[config.mk]
export PLATFORM = sky130hd
export DESIGN_NAME = uart_tx_fifo
export DESIGN_NICKNAME = d
export VERILOG_FILES = /design/src/rtl/uart_tx_fifo.sv
export SDC_FILE = /design/constraint.sdc
export NUM_CORES = 1
export LEC_CHECK = 0
export CAP_MARGIN = 20
export CELL_PAD_IN_SITES_DETAIL_PLACEMENT = 0
export CELL_PAD_IN_SITES_GLOBAL_PLACEMENT = 1
export CORE_UTILIZATION = 53
export CTS_CLUSTER_SIZE = 40
export DETAILED_ROUTE_END_ITERATION = 6
export PLACE_DENSITY_LB_ADDON = 0.1
export SYNTH_ARGS = -nofsm -noshare
export SYNTH_HDL_FRONTEND = slang
export SYNTH_SLANG_ARGS = --single-unit
[constraint.sdc]
create_clock -name clk -period 3.45 [get_ports clk]
set_input_delay 0.5175 -clock clk [delete_from_list [all_inputs] [get_ports clk]]
set_output_delay 0.5175 -clock clk [all_outputs]
set_load 0.005 [all_outputs]
[src/rtl/uart_tx_fifo.sv]
// uart_tx_fifo: buffered UART transmitter.
// Bytes arrive on a valid/ready stream, are queued in a FIFO and serialised
// onto an idle-high RS-232 line.
//   clk, rst      : system clock, asynchronous active-high reset
//   s_valid/s_data: producer word (LSB transmitted first)
//   s_ready       : FIFO not full (decoded from the registered count)
//   rs232_tx      : serial line, registered
//   tx_busy       : frame on the line or FIFO non-empty
//   fifo_count    : words currently queued
// Frame: start, DATA_BITS data, optional parity, STOP_BITS stop bits. Frames
// are chained with no idle gap while the FIFO holds data.
module uart_tx_fifo #(
    parameter int CLK_PER_BIT = 434,
    parameter int DATA_BITS   = 8,
    parameter int PARITY      = 0,
    parameter int STOP_BITS   = 1,
    parameter int FIFO_DEPTH  = 16
) (
    input  logic                          clk,
    input  logic                          rst,
    input  logic                          s_valid,
    output logic                          s_ready,
    input  logic [DATA_BITS-1:0]          s_data,
    output logic                          rs232_tx,
    output logic                          tx_busy,
    output logic [$clog2(FIFO_DEPTH):0]   fifo_count
);
    localparam int AW    = $clog2(FIFO_DEPTH);
    localparam int CW    = AW + 1;
    localparam int CNT_W = $clog2(CLK_PER_BIT);
    localparam int IW    = $clog2(DATA_BITS);
    localparam logic [CW-1:0]    FULL_CNT  = CW'(FIFO_DEPTH);
    localparam logic [CNT_W-1:0] CNT_LAST  = CNT_W'(CLK_PER_BIT - 1);
    localparam logic [IW-1:0]    DATA_LAST = IW'(DATA_BITS - 1);
    localparam logic [IW-1:0]    STOP_LAST = IW'(STOP_BITS - 1);

    typedef enum logic [2:0] {S_IDLE, S_START, S_DATA, S_PAR, S_STOP} state_t;

    // FIFO
    logic [DATA_BITS-1:0] mem [FIFO_DEPTH];
    logic [AW-1:0]        wr_ptr, rd_ptr;
    logic [CW-1:0]        count;
    logic                 push, pop, empty;

    // Engine
    state_t               state, state_n;
    logic [CNT_W-1:0]     cnt, cnt_n;
    logic [IW-1:0]        idx, idx_n;
    logic [DATA_BITS-1:0] shreg, shreg_n;
    logic                 par, par_n;
    logic                 tx_n;
    logic                 bit_end;

    assign empty      = (count == '0);
    assign s_ready    = (count != FULL_CNT);
    assign push       = s_valid && s_ready;
    assign fifo_count = count;
    assign tx_busy    = (state != S_IDLE) || !empty;
    assign bit_end    = (cnt == CNT_LAST);

    // Storage has no reset: only entries between the pointers are ever read.
    always_ff @(posedge clk) begin
        if (push) mem[wr_ptr] <= s_data;
    end

    // Pointers wrap naturally since FIFO_DEPTH is a power of two.
    always_ff @(posedge clk or posedge rst) begin
        if (rst) begin
            wr_ptr <= '0;
            rd_ptr <= '0;
            count  <= '0;
        end else begin
            if (push) wr_ptr <= wr_ptr + 1'b1;
            if (pop)  rd_ptr <= rd_ptr + 1'b1;
            case ({push, pop})
                2'b10:   count <= count + 1'b1;
                2'b01:   count <= count - 1'b1;
                default: count <= count;
            endcase
        end
    end

    // State register (engine state plus datapath registers).
    always_ff @(posedge clk or posedge rst) begin
        if (rst) begin
            state    <= S_IDLE;
            cnt      <= '0;
            idx      <= '0;
            shreg    <= '0;
            par      <= 1'b0;
            rs232_tx <= 1'b1;
        end else begin
            state    <= state_n;
            cnt      <= cnt_n;
            idx      <= idx_n;
            shreg    <= shreg_n;
            par      <= par_n;
            rs232_tx <= tx_n;
        end
    end

    // Next-state logic.
    always_comb begin
        state_n = state;
        case (state)
            S_IDLE:  if (!empty) state_n = S_START;
            S_START: if (bit_end) state_n = S_DATA;
            S_DATA:  if (bit_end && idx == DATA_LAST)
                         state_n = (PARITY != 0) ? S_PAR : S_STOP;
            S_PAR:   if (bit_end) state_n = S_STOP;
            S_STOP:  if (bit_end && idx == STOP_LAST)
                         state_n = empty ? S_IDLE : S_START;
            default: state_n = S_IDLE;
        endcase
    end

    // Output / datapath logic. The line register is loaded with the value
    // belonging to the next state, so rs232_tx changes on the same edge
    // as the state it represents.
    always_comb begin
        pop     = !empty && ((state == S_IDLE) ||
                  (state == S_STOP && bit_end && idx == STOP_LAST));
        cnt_n   = cnt + 1'b1;
        idx_n   = idx;
        shreg_n = shreg;
        par_n   = par;
        tx_n    = 1'b1;

        // Every state change happens at bit_end or out of IDLE, so this
        // clears the bit counter on each state entry.
        if (state == S_IDLE || bit_end) cnt_n = '0;

        if (state_n != state)
            idx_n = '0;
        else if (bit_end && (state == S_DATA || state == S_STOP))
            idx_n = idx + 1'b1;

        if (pop) begin
            shreg_n = mem[rd_ptr];
            par_n   = (^mem[rd_ptr]) ^ (PARITY == 2);
        end else if (state == S_DATA && bit_end) begin
            shreg_n = shreg >> 1;
        end

        case (state_n)
            S_IDLE:  tx_n = 1'b1;
            S_START: tx_n = 1'b0;
            S_DATA:  tx_n = shreg_n[0];
            S_PAR:   tx_n = par_n;
            S_STOP:  tx_n = 1'b1;
            default: tx_n = 1'b1;
        endcase
    end
endmodule
==> results by stage, run 1 <==
Final layout:
- Fill cells in the final layout number 967.
- The antenna cell count is 0.
- The layout overhead on the synthesized area is 15.5%.
- The area of the multi-input gates is 1990 sq um.
- The post-route netlist has between 15 and 20% of its cells at a drive strength greater than 1.
- The number of nets at the end of the flow is 483.
- The register area is 4800 sq um.
- The utilization after layout is a little over three fifths.

Critical path:
- The number of buffers and inverters on the critical path is 3.
- STA classifies the critical path startpoint as a flip-flop.
- The start of the worst register-to-register path is cnt[1]$_DFF_PP0_.
- The signal on the critical path passes through inv_1 -> ha_1 -> and4b_1 -> nand4_2 -> o21ai_1 -> nor3b_2 -> ha_1 -> inv_1 -> fa_1 -> inv_1 -> a21o_1 -> a21oi_1 -> xnor2_1 -> nor2_1 -> xor2_1.
- Along the worst path, the maximum fanout reaches 4.
- The largest delay contributor family on the critical path is adder cells.
- The worst setup path is of the reg2reg kind.
- The register-to-register setup slack is between 0.5 and 0.6 ns.
- The worst flop-to-flop path endpoint is fifo_count[4]$_DFFE_PP0P_.
- The most frequent cell on the critical path is sky130_fd_sc_hd__inv_1.
- The worst setup path is captured at a flip-flop.
- For the worst setup path, the data arrival time is between 3 and 4 ns.
- Tracing the worst setup path back leads to its startpoint at cnt[1]$_DFF_PP0_.
- The data required time of the critical path is 3.79 ns.
- On the critical path, the stage with the largest delay is an instance of sky130_fd_sc_hd__fa_1.
- The cell depth of the worst flop-to-flop path is 15.
- For this run, the slowest stage of the critical path takes around 0.4 ns.

Drt:
- Summed over all nets, wire length on met3 after detailed routing comes to 707 microns.
- Across all layers, the routed design uses approximately 3600 vias.
- For this block, wires on met1 add up to approximately 5600 microns.
- The routed design has 12800 microns of wire.
- The wire length per cell is between 15 and 20 microns.
- The routed via count divided by cell count is 5.55.
- After detailed routing, the number of remaining DRC violations is 0.
- The detailed-router iteration count before antenna repair is 7.
- Once detail routing completed, the nets flagged for antenna violations numbered 0.
- The uppermost metal layer occupied by signal nets is met4.
- The count of routing violations after the opening detailed-route iteration is between 200 and 250.
- The wire length on met2 is 6310 microns.

Run:
- The max-cap violation count is 0.

STA:
- The clock skew is 0.00640 ns.
- Setup repair after global routing left no endpoint under its margin.
- The worst-case setup margin in the final layout is 0.532 ns.
- Setup total negative slack on the finished layout was measured at 0 ns.
- The final critical path takes up 84.6% of the cycle.
- On the final layout, the worst hold slack is 0.522 ns.
- The maximum clock frequency is 0.343 GHz.
- Subtracting the final worst setup slack from the clock period gives 2.92 ns.
- The final-report hold violation count is 0.
- The final max-slew violation count is 0.
- In this run the tightest slew margin relative to its limit is 47.4%.
- The actual transition at the worst max-transition pin is roughly 0.79 ns.
- Setup violations remaining at the end of the flow were counted as 0.

Clock network:
- The number of post-CTS setup repair buffers is 0.
- The CTS tree is built.
- The buffer depth of the longest clock path is 2.
- For this design, the CTS-stage hold fixing added 0 buffers.
- For this design, the sink count on the clock tree is between 150 and 200.
- The number of H-tree branching levels is 4.
- Clock latency on the worst-skew pair, taken at its later pin, is 0.42 ns.
- The clock buffer count from CTS is 17.
- The count of cells resized by post-cts repair is 0.
- The clock transition time at the flip-flop clock pins of the worst setup and hold paths is 0.06 ns.
- The root buffer cell is sky130_fd_sc_hd__clkbuf_16.

Floorplanning:
- For this design the top-level I/O count stands at 19.
- The effective utilization at floorplan is 54.8%.
- The die is 116 microns tall.
- The floorplan step defined a die boundary enclosing ~14000 sq um.
- The die outline width is ~120 microns.
- The core region is 12700 sq um.
- The number of core rows is 41.

Synthesis:
- The async set-or-reset flop fraction in the synthesized netlist is about 23%.
- Counting flops and latches in the post-synthesis netlist gives 166.
- The number of nets in the synthesized netlist is 448.
- The fraction of the yosys area taken by sequential cells is about 69%.
- The synthesized area is roughly 7000 sq um.
- The cell count after synthesis came out at 422.
- The flip-flop cell with the highest count after synthesis is sky130_fd_sc_hd__edfxtp_1.
- The number of different library cells used by synthesis comes to 40.
- Counting flops with a built-in enable in the synthesized netlist gives 128.
- The synthesized area divided by synthesized cell count is 16.4 sq um.
- The total of warnings raised by yosys is 0.

Placed design:
- The global placer's final weighted congestion is roughly 0.75.
- Buffers placed on the I/O ports in this run total 18.
- The total half-perimeter wirelength after legalization and detailed placement is 8220 microns.
- The pre-CTS setup slack is about 0.54 ns.

Global route:
- Summed over all layers, the global routing overflow is 0.
- The first global-routing pass estimated 20200 microns of wire.
- The number of global-route vias before repair is 3610.
- Entering global routing, the biggest net connects 36 pins.
- Global routing used 21.5% of the available tracks across all layers.
- The initial antenna violation count is 0.

Worst hold path:
- The worst min-delay path class is in2async.

Power and ir drop:
- The total power consumption of the routed design is 6.78 mW.
- The maximum resistive drop on vdd is between 0.4 and 0.5 mV.
- The areal power density over the cells is 846 nW/um^2.
- For this design the static power due to leakage is between 2 and 3 nW.

Run status:
- The run finished with clean final reports.
[worst reg2reg max path, stage by stage, from the launching register on]
cell and delay, ns:
sky130_fd_sc_hd__dfrtp_1 0.40, sky130_fd_sc_hd__inv_1 0.07, sky130_fd_sc_hd__ha_1 0.13, sky130_fd_sc_hd__and4b_1 0.22, sky130_fd_sc_hd__nand4_2 0.12, sky130_fd_sc_hd__o21ai_1 0.21
sky130_fd_sc_hd__nor3b_2 0.27, sky130_fd_sc_hd__ha_1 0.27, sky130_fd_sc_hd__inv_1 0.10, sky130_fd_sc_hd__fa_1 0.42, sky130_fd_sc_hd__inv_1 0.07, sky130_fd_sc_hd__a21o_1 0.11
sky130_fd_sc_hd__a21oi_1 0.07, sky130_fd_sc_hd__xnor2_1 0.12, sky130_fd_sc_hd__nor2_1 0.11, sky130_fd_sc_hd__xor2_1 0.15
[worst max-delay path by stage]
stage | cells after the start | slack (ns) | to
5_1_grt | 15 | 0.29 | fifo_count[4]$_DFFE_PP0P_
3_3_place_gp | 15 | 0.63 | fifo_count[4]$_DFFE_PP0P_
6_report | 15 | 0.53 | fifo_count[4]$_DFFE_PP0P_
2_1_floorplan | 16 | 0.31 | fifo_count[4]$_DFFE_PP0P_
3_5_place_dp | 15 | 0.54 | fifo_count[4]$_DFFE_PP0P_
4_1_cts | 15 | 0.51 | fifo_count[4]$_DFFE_PP0P_
[sequential cells by signal (all words and copies together), names as in the netlist]
signal	cells
wr_ptr	4
mem	128
fifo_count	5
idx	3
par	1
shreg	8
state	3
cnt	9
rs232_tx	1
rd_ptr	4
[cells by family (layout without fill, tap and decap cells)]
| kind of cell | Yosys count | count (layout) | share of synthesized area, % |
|---|---|---|---|
| buf+inv | 31 | 79 | 2.20 |
| flops | 166 | 166 | 69.1 |
| fa+ha+maj | 15 | 15 | 2.81 |
| xor+xnor | 27 | 27 | 3.41 |
| simple gates | 99 | 99 | 6.83 |
| compound gates | 42 | 42 | 3.80 |
| mux | 42 | 42 | 11.8 |
[layout by cell type (no fill, tap or decap), types with 5 or more instances in the layout]
cell	n
sky130_fd_sc_hd__xor2_1	6
sky130_fd_sc_hd__mux2i_1	9
sky130_fd_sc_hd__a22oi_1	17
sky130_fd_sc_hd__dfrtp_1	36
sky130_fd_sc_hd__xnor2_1	21
sky130_fd_sc_hd__nor3_1	6
sky130_fd_sc_hd__nand2_1	30
sky130_fd_sc_hd__nand2b_1	6
sky130_fd_sc_hd__buf_4	16
sky130_fd_sc_hd__edfxtp_1	128
sky130_fd_sc_hd__a21oi_1	5
sky130_fd_sc_hd__bufinv_16	5
sky130_fd_sc_hd__nor2_1	35
sky130_fd_sc_hd__mux4_2	32
sky130_fd_sc_hd__inv_1	12
sky130_fd_sc_hd__clkdlybuf4s50_1	18
sky130_fd_sc_hd__o21ai_0	14
sky130_fd_sc_hd__clkbuf_16	17
sky130_fd_sc_hd__ha_1	14
[cells in the mapped netlist (all sizes together), types with 4 or more instances]
cell type	instances	area, sq um
a21oi	5	25.0
a22oi	17	128
buf	13	85.1
clkbuf	6	22.5
dfrtp	37	926
edfxtp	128	3840
ha	14	175
inv	12	45.0
mux2i	9	90.1
mux4	32	721
nand2	30	113
nand2b	6	37.5
nand3	4	20.0
nand4	4	31.3
nor2	35	131
nor2b	4	25.0
nor3	7	46.3
o21ai	16	80.1
xnor2	21	184
xor2	6	52.6
[final cells by class]
type / count / area share, %
flip-flops and latches: 166 / 59.8
multi-input cells: 225 / 24.8
clock buffers: 18 / 5.35
repair buffers: 35 / 3.99
clock inverters: 14 / 2.75
well taps: 172 / 2.68
inverters: 12 / 0.562
[report_power, final]
part	leakage, nW	internal [mW]	total [mW]	switching, mW
sequential	1.63	2.48	2.69	0.209
clock	0.313	1.29	2.06	0.768
combinational	0.935	0.972	2.03	1.06
[through the flow]
step	area, sq um	std cells
after floorplan	6940	422
after global placement	7370	610
after detailed placement	7370	610
after CTS	8020	642
after global routing	8020	642
final	8020	642
[routing by layer]
| metal | vias up | global-route usage, % |
|---|---|---|
| met1 | 1794 | 29.3 |
| met4 | 0 | 8.55 |
| met2 | 91 | 32.9 |
| met3 | 14 | 5.86 |
| met5 | - | 0 |
| li1 | 1666 | - |
Power figures use the tool's default switching activity.
==> inputs of run 2 (changes only) <==
--- a/config.mk
+++ b/config.mk
@@ -8,7 +8,7 @@
 export CAP_MARGIN = 20
 export CELL_PAD_IN_SITES_DETAIL_PLACEMENT = 0
 export CELL_PAD_IN_SITES_GLOBAL_PLACEMENT = 1
-export CORE_UTILIZATION = 53
+export CORE_UTILIZATION = 48
 export CTS_CLUSTER_SIZE = 40
 export DETAILED_ROUTE_END_ITERATION = 6
 export PLACE_DENSITY_LB_ADDON = 0.1
==> constraint.sdc (replaced) <==
create_clock -name clk -period 2.5 [get_ports clk]
set_input_delay 0.375 -clock clk [delete_from_list [all_inputs] [get_ports clk]]
set_output_delay 0.375 -clock clk [all_outputs]
set_load 0.005 [all_outputs]
==> run 2 against run 1 <==
Net effect: count of clock-buffer cells in the layout increased by 7; register-to-register slack got worse by 0.61 ns; wire length rose by 3.4%; cell count increased by 7.5%; flip-flop and latch count unchanged; largest cell class unchanged; worst setup slack worse by 0.61 ns; highest routed layer unchanged; the run now ends with negative setup slack left; via count rose by 4.3%; power is 47% higher; non-clock buffer count grew 40.
==> results by stage, run 2 (synthesis results as in run 1) <==
Run status:
- Run status: finished with violations (was finished, final reports clean).
- The checks that failed: negative setup slack.

Floorplanning:
- The effective utilization at floorplan was 49.6% (was 54.8%).
- The number of core rows is 43 (was 41).
- The number of ports placed on the die boundary is 19 (unchanged).
- The overall die area is 14900 sq um (was 13600 sq um).
- The die outline height is 122 microns (was 116 microns).
- The core outline area is 14000 sq um (was 12700 sq um).
- The die outline width is 122 microns (was 116 microns).

Critical path:
- The sum of buffers and inverters on the critical path was 3 (unchanged).
- The data required time of the critical path is 2.84 ns (was 3.79 ns).
- The type of element launching the critical path is a flip-flop (unchanged).
- The register-to-register setup slack was -0.07 ns (was 0.53 ns).
- The nature of the critical path endpoint is a flip-flop (unchanged).
- The source of the critical timing path is cnt[1]$_DFF_PP0_ (unchanged).
- The maximum fanout count along the critical path is 3 (was 4).
- The delay of the slowest cell on the worst path is 0.39 ns (was 0.41 ns).
- The end point of the critical path is fifo_count[4]$_DFFE_PP0P_ (unchanged).
- The most frequent cell on the critical path is sky130_fd_sc_hd__inv_2 (was sky130_fd_sc_hd__inv_1).
- The largest delay contributor family on the critical path is simple AND/OR/NAND/NOR gates (was adder cells).
- The standard cell with the maximum stage delay on the critical path is sky130_fd_sc_hd__dfrtp_1 (was sky130_fd_sc_hd__fa_1).
- The worst flop-to-flop path endpoint is fifo_count[4]$_DFFE_PP0P_ (unchanged).
- The start of the worst register-to-register path is cnt[1]$_DFF_PP0_ (unchanged).
- Critical path cell sequence: inv_2 -> ha_4 -> and4b_1 -> nand4_4 -> o21ai_2 -> nor3b_4 -> ha_4 -> inv_2 -> fa_2 -> inv_2 -> a21o_1 -> a21oi_2 -> xnor2_1 -> nor2_1 -> xor2_1 (was inv_1 -> ha_1 -> and4b_1 -> nand4_2 -> o21ai_1 -> nor3b_2 -> ha_1 -> inv_1 -> fa_1 -> inv_1 -> a21o_1 -> a21oi_1 -> xnor2_1 -> nor2_1 -> xor2_1).
- The number of cells on the critical path is 15 (unchanged).
- The classification of the worst setup path is reg2reg (unchanged).
- The arrival time reported for the critical path endpoint is 2.92 ns (was 3.26 ns).
- The cell depth of the worst flop-to-flop path came to 15 (unchanged).

Clock network:
- The clock sink count is 166 (unchanged).
- The number of H-tree branching levels is 4 (unchanged).
- The number of hold buffers added after CTS is 0 (unchanged).
- The CTS tree is built (unchanged).
- The root buffer cell is sky130_fd_sc_hd__clkbuf_16 (unchanged).
- The buffer depth of the longest clock path came to 2 (unchanged).
- The clock buffer count from CTS came to 17 (unchanged).
- The clock transition time at the flip-flop clock pins of the worst setup and hold paths is 0.06 ns (about the same).
- The clock latency on the worst-skew pair is 0.42 ns (about the same).

Final layout:
- The antenna cell count is 0 (unchanged).
- Most frequent cells in the layout: 128 x sky130_fd_sc_hd__edfxtp_1, 48 x sky130_fd_sc_hd__buf_4, 36 x sky130_fd_sc_hd__dfrtp_1 (was 128 x sky130_fd_sc_hd__edfxtp_1, 36 x sky130_fd_sc_hd__dfrtp_1, 35 x sky130_fd_sc_hd__nor2_1).
- The register name with the most flops is mem (unchanged).
- The cell area after layout came to 8530 sq um (was 8020 sq um).
- The fraction of final layout cells sized beyond drive strength 1 was 28.4% (was 18.3%).
- The area of the multi-input gates is 2100 sq um (was 1990 sq um).
- The layout overhead on the synthesized area was 22.9% (was 15.5%).
- The most common cell after layout, fill and taps aside is sky130_fd_sc_hd__edfxtp_1 (unchanged).
- The fill cell total of the finished layout was 1077 (was 967).
- The utilization after layout is 61.0% (was 63.3%).
- The register area is 4800 sq um (unchanged).
- The number of nets at the end of the flow is 523 (was 483).
- Largest registers in the final layout: mem: 128 flops, cnt: 9 flops, shreg: 8 flops (unchanged).
- The number of flip-flops in the largest register is 128 (unchanged).

STA:
- The actual transition at the worst max-transition pin is 0.688 ns (was 0.786 ns).
- The count of final setup violators is 2 (was 0).
- The clock skew is 0.0157 ns (was 0.00640 ns).
- Unrepaired setup endpoints after global routing: yes (was no).
- The post-route fraction of the period consumed by the critical path is 103% (was 84.6%).
- The worst slew slack as a fraction of its limit is 54.1% (was 47.4%).
- The worst-case setup margin in the final layout came to -0.0732 ns (was 0.532 ns).
- The minimum period implied by the final worst setup slack is 2.57 ns (was 2.92 ns).
- The final max-slew violation count is 0 (unchanged).
- The hold slack is 0.367 ns (was 0.522 ns).
- The final-report hold violation count came to 0 (unchanged).
- The maximum clock frequency is 0.389 GHz (was 0.343 GHz).

Global route:
- The pin count of the biggest net entering global routing came to 36 (unchanged).
- The number of global-route vias before repair is 3784 (was 3610).
- The overall global routing resource usage is 19.8% (was 21.5%).
- The global-route wire length before repair was 21000 microns (was 20200 microns).
- The initial antenna violation count came to 0 (unchanged).
- The leftover overflow at the end of global routing was 0 (unchanged).

Drt:
- The wire length per cell was 19.2 microns (was 19.9 microns).
- The detailed-router iteration count before antenna repair is 4 (was 7).
- The routed via count divided by cell count is 5.39 (was 5.55).
- The total routed wirelength came to 13200 microns (was 12800 microns).
- The number of nets still failing antenna checks after routing is 0 (unchanged).
- The number of DRC violations after detailed routing is 0 (unchanged).
- The count of routing violations after the opening detailed-route iteration is 185 (was 226).
- The total via count after detailed routing is 3720 (was 3565).

Power and ir drop:
- The maximum resistive drop on vdd is 0.623 mV (was 0.483 mV).
- The areal power density over the cells is 1170 nW/um^2 (was 846 nW/um^2).
- The reported leakage power is 3.13 nW (was 2.88 nW).

Placed design:
- The number of I/O port buffers is 18 (unchanged).
- The cell area after placement is 7760 sq um (was 7370 sq um).
- The global placer's final weighted congestion is 0.759 (was 0.745).
- The total half-perimeter wirelength after legalization and detailed placement is 8740 microns (was 8220 microns).

Worst hold path:
- The worst min-delay path class is in2async (unchanged).

Run:
- The max-cap violation count is 0 (unchanged).
==> run 2: changes by cell type in the layout (fill, tap and decap cells not counted), moves of 3 or more <==
cell	previous run	this run
sky130_fd_sc_hd__buf_4	16	48
sky130_fd_sc_hd__inv_1	12	9
sky130_fd_sc_hd__inv_2	0	3
sky130_fd_sc_hd__ha_1	14	11
sky130_fd_sc_hd__ha_4	0	3
sky130_fd_sc_hd__bufinv_16	5	0
sky130_fd_sc_hd__buf_12	1	7
sky130_fd_sc_hd__clkbuf_16	17	23
==> run 2: cell type report <==
type,count,share of cell area [%]
flip-flops and latches,166,56.2
inverters,12,0.528
well taps,180,2.64
multi-input cells,225,24.7
clock buffers,25,6.95
clock inverters,7,0.733
repair buffers,75,8.24
==> run 2: how the worst min path moves through the flow <==
stage,start,end,depth (start not counted)
floorplan,s_data[0],mem[0][0]$_DFFE_PP_,0
CTS,rst,cnt[8]$_DFF_PP0_,2
detailed placement,fifo_count[4]$_DFFE_PP0P_,fifo_count[4]$_DFFE_PP0P_,1
global placement,fifo_count[4]$_DFFE_PP0P_,fifo_count[4]$_DFFE_PP0P_,1
finish,rst,cnt[8]$_DFF_PP0_,2
global route,rst,cnt[8]$_DFF_PP0_,2
==> run 2: stage by stage <==
stage	power [mW]	instances	TNS, ns	setup slack, ns
final	9.99	690	-0.0852	-0.0732
after global routing	10.5	690	-0.383	-0.218
after CTS	9.94	688	-0.119	-0.0893
after detailed placement	7.15	654	-0.132	-0.0911
after global placement	7.08	654	-0.0470	-0.0470
after floorplan	5.85	422	-0.405	-0.294
==> run 2: routing by layer <==
layer / vias up / global-route usage [%] / wire [microns]
met4: 0 / 6.10 / 145
met2: 68 / 32.9 / 6650
met1: 1893 / 26.5 / 6040
li1: 1748 / - / -
met3: 11 / 3.90 / 390
met5: - / 0 / 0
==> run 2: worst register-to-register path, delay by kind of cell (launching register included) <==
| kind | cells | cell delay [ns] |
|---|---|---|
| compound gates | 3 | 0.33 |
| xor+xnor | 2 | 0.27 |
| fa+ha+maj | 3 | 0.65 |
| buf+inv | 3 | 0.16 |
| flops | 1 | 0.39 |
| simple gates | 4 | 0.71 |
==> run 2: power breakdown <==
part | internal [mW] | leakage, nW | switching [mW] | total [mW]
clock | 1.68 | 0.325 | 1.08 | 2.76
sequential | 3.43 | 1.63 | 0.258 | 3.69
combinational | 1.85 | 1.18 | 1.70 | 3.55
total | 6.96 | 3.13 | 3.03 | 9.99
==> run 2: what timing repair did <==
item                                    CTS  global route
pin swaps                                 1             3
buffers inserted                          2             2
gates resized for setup                   4            16
endpoints found under the setup margin    3             5
